$ cat src/rtl/ysyx_23060025_rd_arbiter_pkg.sv
// Shared encodings for the two-master DRAM read arbiter.
// State, grant and AXI response codes used across the arbiter files.
package ysyx_23060025_rd_arbiter_pkg;

  typedef enum logic [1:0] {
    IDLE = 2'b00,
    ADDR = 2'b01,
    DATA = 2'b10
  } arb_state_e;

  typedef enum logic {
    GNT_M0 = 1'b0,
    GNT_M1 = 1'b1
  } gnt_e;

  localparam logic [1:0] RESP_OKAY   = 2'b00;
  localparam logic [1:0] RESP_SLVERR = 2'b10;

endpackage

$ cat src/rtl/ysyx_23060025_rr_pick.sv
// Combinational 2-way picker: round-robin by default, fixed M0
// priority when YSYX_23060025_ARB_FIXED_PRIO_EN is defined.
module ysyx_23060025_rr_pick
  import ysyx_23060025_rd_arbiter_pkg::*;
(
  input  logic [1:0] req_i,
  input  gnt_e       last_i,
  output gnt_e       gnt_o,
  output logic       valid_o
);

`ifdef YSYX_23060025_ARB_FIXED_PRIO_EN
  gnt_e tie_gnt;
  logic unused_last;
  assign tie_gnt     = GNT_M0;
  assign unused_last = last_i;
`else
  gnt_e tie_gnt;
  assign tie_gnt = (last_i == GNT_M0) ? GNT_M1 : GNT_M0;
`endif

  always_comb begin
    valid_o = |req_i;
    gnt_o   = GNT_M0;
    unique case (req_i)
      2'b11:   gnt_o = tie_gnt;
      2'b10:   gnt_o = GNT_M1;
      default: gnt_o = GNT_M0;
    endcase
  end

endmodule

$ cat src/rtl/ysyx_23060025_rd_arbiter.sv
// Two-master read arbiter: registered AR phase, pass-through R phase,
// sticky burst-length check. Option: YSYX_23060025_ARB_FIXED_PRIO_EN.
module ysyx_23060025_rd_arbiter
  import ysyx_23060025_rd_arbiter_pkg::*;
#(
  parameter int ADDR_WIDTH = 32,
  parameter int DATA_WIDTH = 32
) (
  input  logic                  clock,
  input  logic                  reset,
  input  logic [ADDR_WIDTH-1:0] m0_araddr,
  input  logic                  m0_arvalid,
  output logic                  m0_arready,
  input  logic [7:0]            m0_arlen,
  input  logic [2:0]            m0_arsize,
  output logic                  m0_rvalid,
  output logic [DATA_WIDTH-1:0] m0_rdata,
  output logic [1:0]            m0_rresp,
  output logic                  m0_rlast,
  input  logic                  m0_rready,
  input  logic [ADDR_WIDTH-1:0] m1_araddr,
  input  logic                  m1_arvalid,
  output logic                  m1_arready,
  input  logic [7:0]            m1_arlen,
  input  logic [2:0]            m1_arsize,
  output logic                  m1_rvalid,
  output logic [DATA_WIDTH-1:0] m1_rdata,
  output logic [1:0]            m1_rresp,
  output logic                  m1_rlast,
  input  logic                  m1_rready,
  output logic [ADDR_WIDTH-1:0] s_araddr,
  output logic                  s_arvalid,
  input  logic                  s_arready,
  output logic [7:0]            s_arlen,
  output logic [2:0]            s_arsize,
  input  logic                  s_rvalid,
  input  logic [DATA_WIDTH-1:0] s_rdata,
  input  logic [1:0]            s_rresp,
  input  logic                  s_rlast,
  output logic                  s_rready,
  output logic                  len_err
);

  arb_state_e state_q, state_d;
  gnt_e gnt_q, gnt_d;
  gnt_e last_q, last_d;
  gnt_e pick_gnt;
  logic pick_vld;
  logic [8:0] cnt_q, cnt_d;
  logic [ADDR_WIDTH-1:0] addr_q, addr_d;
  logic [7:0] len_q, len_d;
  logic [2:0] size_q, size_d;
  logic err_q, err_d;
  logic in_data, sel1, beat;

  ysyx_23060025_rr_pick u_pick (
    .req_i   ({m1_arvalid, m0_arvalid}),
    .last_i  (last_q),
    .gnt_o   (pick_gnt),
    .valid_o (pick_vld)
  );

  assign in_data = (state_q == DATA);
  assign sel1    = (gnt_q == GNT_M1);

  // R channel is only routed in DATA; stray slave beats elsewhere are dropped.
  assign s_rready  = in_data & (sel1 ? m1_rready : m0_rready);
  assign beat      = s_rvalid & s_rready;

  assign m0_rvalid = in_data & ~sel1 & s_rvalid;
  assign m0_rdata  = (in_data & ~sel1) ? s_rdata : '0;
  assign m0_rresp  = (in_data & ~sel1) ? s_rresp : RESP_OKAY;
  assign m0_rlast  = in_data & ~sel1 & s_rlast;

  assign m1_rvalid = in_data & sel1 & s_rvalid;
  assign m1_rdata  = (in_data & sel1) ? s_rdata : '0;
  assign m1_rresp  = (in_data & sel1) ? s_rresp : RESP_OKAY;
  assign m1_rlast  = in_data & sel1 & s_rlast;

  assign s_arvalid = (state_q == ADDR);
  assign s_araddr  = addr_q;
  assign s_arlen   = len_q;
  assign s_arsize  = size_q;
  assign len_err   = err_q;

  always_comb begin
    state_d    = state_q;
    gnt_d      = gnt_q;
    last_d     = last_q;
    cnt_d      = cnt_q;
    addr_d     = addr_q;
    len_d      = len_q;
    size_d     = size_q;
    err_d      = err_q;
    m0_arready = 1'b0;
    m1_arready = 1'b0;
    unique case (state_q)
      IDLE: begin
        if (pick_vld) begin
          m0_arready = (pick_gnt == GNT_M0);
          m1_arready = (pick_gnt == GNT_M1);
          gnt_d      = pick_gnt;
          addr_d     = (pick_gnt == GNT_M1) ? m1_araddr : m0_araddr;
          len_d      = (pick_gnt == GNT_M1) ? m1_arlen : m0_arlen;
          size_d     = (pick_gnt == GNT_M1) ? m1_arsize : m0_arsize;
          cnt_d      = '0;
          state_d    = ADDR;
        end
      end
      ADDR: begin
        if (s_arready) state_d = DATA;
      end
      DATA: begin
        if (beat) begin
          cnt_d = cnt_q + 9'd1;
          if (s_rlast) begin
            state_d = IDLE;
            last_d  = gnt_q;
            if ((cnt_q + 9'd1) != ({1'b0, len_q} + 9'd1)) err_d = 1'b1;
          end
        end
      end
      default: state_d = IDLE;
    endcase
  end

  always_ff @(posedge clock or negedge reset) begin
    if (!reset) begin
      state_q <= IDLE;
      gnt_q   <= GNT_M0;
      last_q  <= GNT_M1;
      cnt_q   <= '0;
      addr_q  <= '0;
      len_q   <= '0;
      size_q  <= '0;
      err_q   <= 1'b0;
    end else begin
      state_q <= state_d;
      gnt_q   <= gnt_d;
      last_q  <= last_d;
      cnt_q   <= cnt_d;
      addr_q  <= addr_d;
      len_q   <= len_d;
      size_q  <= size_d;
      err_q   <= err_d;
    end
  end

endmodule

$ cat config.mk
export PLATFORM = sky130hd
export DESIGN_NAME = ysyx_23060025_rd_arbiter
export DESIGN_NICKNAME = d
export VERILOG_FILES = /design/src/rtl/ysyx_23060025_rd_arbiter_pkg.sv /design/src/rtl/ysyx_23060025_rr_pick.sv /design/src/rtl/ysyx_23060025_rd_arbiter.sv
export SDC_FILE = /design/constraint.sdc
export NUM_CORES = 1
export LEC_CHECK = 0
export ABC_CLOCK_PERIOD_IN_PS = 4600
export BUFFER_PORTS_ARGS = -buffer_cell sky130_fd_sc_hd__buf_2
export CAP_MARGIN = 10
export CORE_MARGIN = 3
export CORE_UTILIZATION = 37
export DETAILED_ROUTE_END_ITERATION = 10
export PLACE_DENSITY_LB_ADDON = 0.1
export REMOVE_ABC_BUFFERS = 1
export SLEW_MARGIN = 5
export SYNTH_ARGS = -nofsm -noshare
export SYNTH_HDL_FRONTEND = slang
export SYNTH_SLANG_ARGS = --single-unit
$ cat constraint.sdc
create_clock -name clock -period 4.6 [get_ports clock]
set_input_delay 0.92 -clock clock [delete_from_list [all_inputs] [get_ports clock]]
set_output_delay 0.92 -clock clock [all_outputs]
set_load 0.005 [all_outputs]
==> results.yml <==
outcome:
  outcome: "completed"
grt:
  grt_antenna_before_repair: 0
  grt_start_max_net_pins: 73
  grt_pass1_wl_um: 16100
  grt_overflow: 0
  grt_pass1_vias: 3194
  grt_util_all_layers_pct: 19.8
power:
  clockPowerShare_pct: 19.3
  p_leak_nw: 2.91
  vdd_drop_max_mv: 0.269
  p_sw_mw: 1.02
  finalPower_mw: 2.60
  switching_share_pct: 39.2
  p_comb_share_pct: 45.7
  internal_power_mw: 1.58
  sequentialPowerShare_pct: 35.0
  p_per_area_mw_per_mm2: 524
timing:
  rsz0062_at_grt: "no"
  drv_slew: 0
  whs_ns: 0.465
  fmax_mhz: 336
  tightest_slew_ns: 0.925
  period_needed_ns: 2.97
  final_hold_viol_count: 0
  finClkSkew_ns: 0.00809
  setup_violations: 0
  slew-limit-headroom_pct: 38.3
  fin_crit_sh_pct: 64.7
cts:
  worst_skew_pair.late_latency_ns: 0.33
  cts_buffer_depth: 2
  clkSinkCount: 57
  cts_tree: "done"
  clkTransAtPathRegs_ns: 0.07
  cts_setup_buffers: 0
  cts-hold-fix-buffers: 0
  htreeDepth: 3
  post_cts_resized: 0
  clockRootBuffer: "clkbuf_8"
  cts_buffers: 9
worst_hold_path:
  min_path_type: "reg -> reg"
  hold_end: "s_araddr[18]"
  holdCritStartpoint: "s_araddr[18]"
  holdPathStages: 2
setup_path:
  regToRegSetupSlack_ns: 2.37
  r2r-end: "cnt_q[7]"
  r2r_cells: 5
  cp-start-kind: "input port"
  critPathCaptureType: "output pin"
  path_max_fanout: 21
  r2r_start: "gnt_q"
  arrival_ns: 2.05
  critPathRequiredTime_ns: 3.68
  worstSetupStartpoint: "m1_arvalid"
  timing_worst_setup_path_type: "in -> out"
logic_synthesis:
  yosysSeqAreaShare_pct: 41.8
  yosysTopAreaCellShare_pct: 41.1
  ys_ff_latch: 57
  yosysUniqueCellTypes: 41
  synthesis.instances: 388
  yosysWarnings: 0
  synth_top_cells_by_area: "dfrtp_1, nand2_1, and2_1"
  synth_area_leader_cell: "dfrtp_1"
  synth.cell_area_mm2: 0.00341
  syn_area_per_cell_um2: 8.79
placement:
  post-dp-hpwl_um: 8520
  portBuffers: 248
  placed_cell_area_mm2: 0.00474
  gp_routability_congestion: 0.790
detailed_routing:
  drc: 0
  vias_per_cell: 4.88
  wire_per_inst_um: 14.8
  dr.pass1.iters: 4
  vias: 3605
  routed_wl_um: 10900
  ant_nets: 0
  drtIter0Drc: 77
layout:
  utilization_pct: 56.1
  area_delta_synth_final_pct: 45.4
  drive_gt1_share_pct: 44.4
  antenna_cells: 0
  mostFrequentLayoutCells: "buf_2, nand2_1, dfrtp_1"
  fin_nets: 757
  final_common_cell: "buf_2"
  stdcell_area_mm2: 0.00496
floorplan:
  die_y_um: 102
  die_area_mm2: 0.0104
  fp-row-count: 34
  core_mm2: 0.00885
  io_pins: 249
  die_x_um: 102
  initial_core_util_pct: 38.6
job:
  drv_cap: 0
-- state kept, by name, summed over array words and instances (netlist names) --
name / count
gnt_q: 1
s_arlen: 8
cnt_q: 9
s_araddr: 32
len_err: 1
state_q: 2
s_arsize: 3
last_q: 1
-- metrics by stage --
stage          TNS, ns  cells  worst slack, ns
6_report             0    739             1.63
5_1_grt              0    739             1.48
4_1_cts              0    738             1.59
3_5_place_dp         0    722             1.62
3_3_place_gp         0    722             1.63
2_1_floorplan    -1.61    360           -0.421
-- worst max-delay path: stages --
cell and delay (ns):
buf_2 0.11, a21boi_4 0.42, and2_1 0.20, buf_4 0.24, buf_2 0.16
-- cell type report --
type	count	area [um^2]
Timing Repair Buffer	255	1300
Inverter	1	3.75
Fill cell	879	3890
Tap cell	108	135
Clock inverter	5	80.1
Clock buffer	11	131
Multi-Input combinational cell	302	1880
Sequential cell	57	1430
-- kinds of logic after synthesis --
| logic type | count (synthesis) | share of synthesized area [%] |
|---|---|---|
| XOR/XNOR | 16 | 5.06 |
| buffers and inverters | 29 | 3.70 |
| AO/OA/AOI/OAI | 70 | 12.9 |
| flip-flops | 57 | 41.8 |
| multiplexers | 25 | 7.37 |
| adder cells (fa/ha/maj) | 2 | 0.733 |
| AND/OR/NAND/NOR | 189 | 28.4 |
-- synthesized netlist by cell type (all sizes together) --
cell / instances
nand2: 76
dfrtp: 56
and2: 39
and3: 39
o21ai: 38
mux2i: 24
clkbuf: 23
a22oi: 19
nor2: 12
nand3: 11
xnor2: 10
buf: 5
nor3: 5
xor2: 5
o21a: 3
ha: 2
nand2b: 2
nand4: 2
o31ai: 2
o41ai: 2
a21boi: 1
a21o: 1
a21oi: 1
a22o: 1
a41oi: 1
and3b: 1
dfstp: 1
inv: 1
mux2: 1
nor2b: 1
o22ai: 1
or4: 1
xnor3: 1
-- power groups by stage --
stage               combinational [mW]  sequential, mW  clock, mW
global placement                  1.17           0.914          0
CTS                               1.19           0.914      0.518
floorplan                        0.653           0.900          0
finish                            1.19           0.909      0.502
global route                      1.34           0.950      0.541
detailed placement                1.20           0.915          0
-- worst max path at each step --
stage                       end  slack (ns)  depth (start not counted)
floorplan            m0_arready       -0.42                          2
global placement     m1_arready        1.63                          5
detailed placement   m1_arready        1.62                          5
CTS                 m1_rdata[8]        1.59                          3
global route        m0_rdata[2]        1.48                          4
finish               m1_arready        1.63                          5
-- routing by layer --
| layer | global-route usage [%] | share of wire (%) | vias to the layer above |
|---|---|---|---|
| met4 | 4.24 | 0.78 | 0 |
| met1 | 24.9 | 41 | 1636 |
| li1 | - | - | 1813 |
| met3 | 5.94 | 8.1 | 8 |
| met5 | 0 | 0 | - |
| met2 | 33.7 | 50 | 148 |
Power figures use the tool's default switching activity.
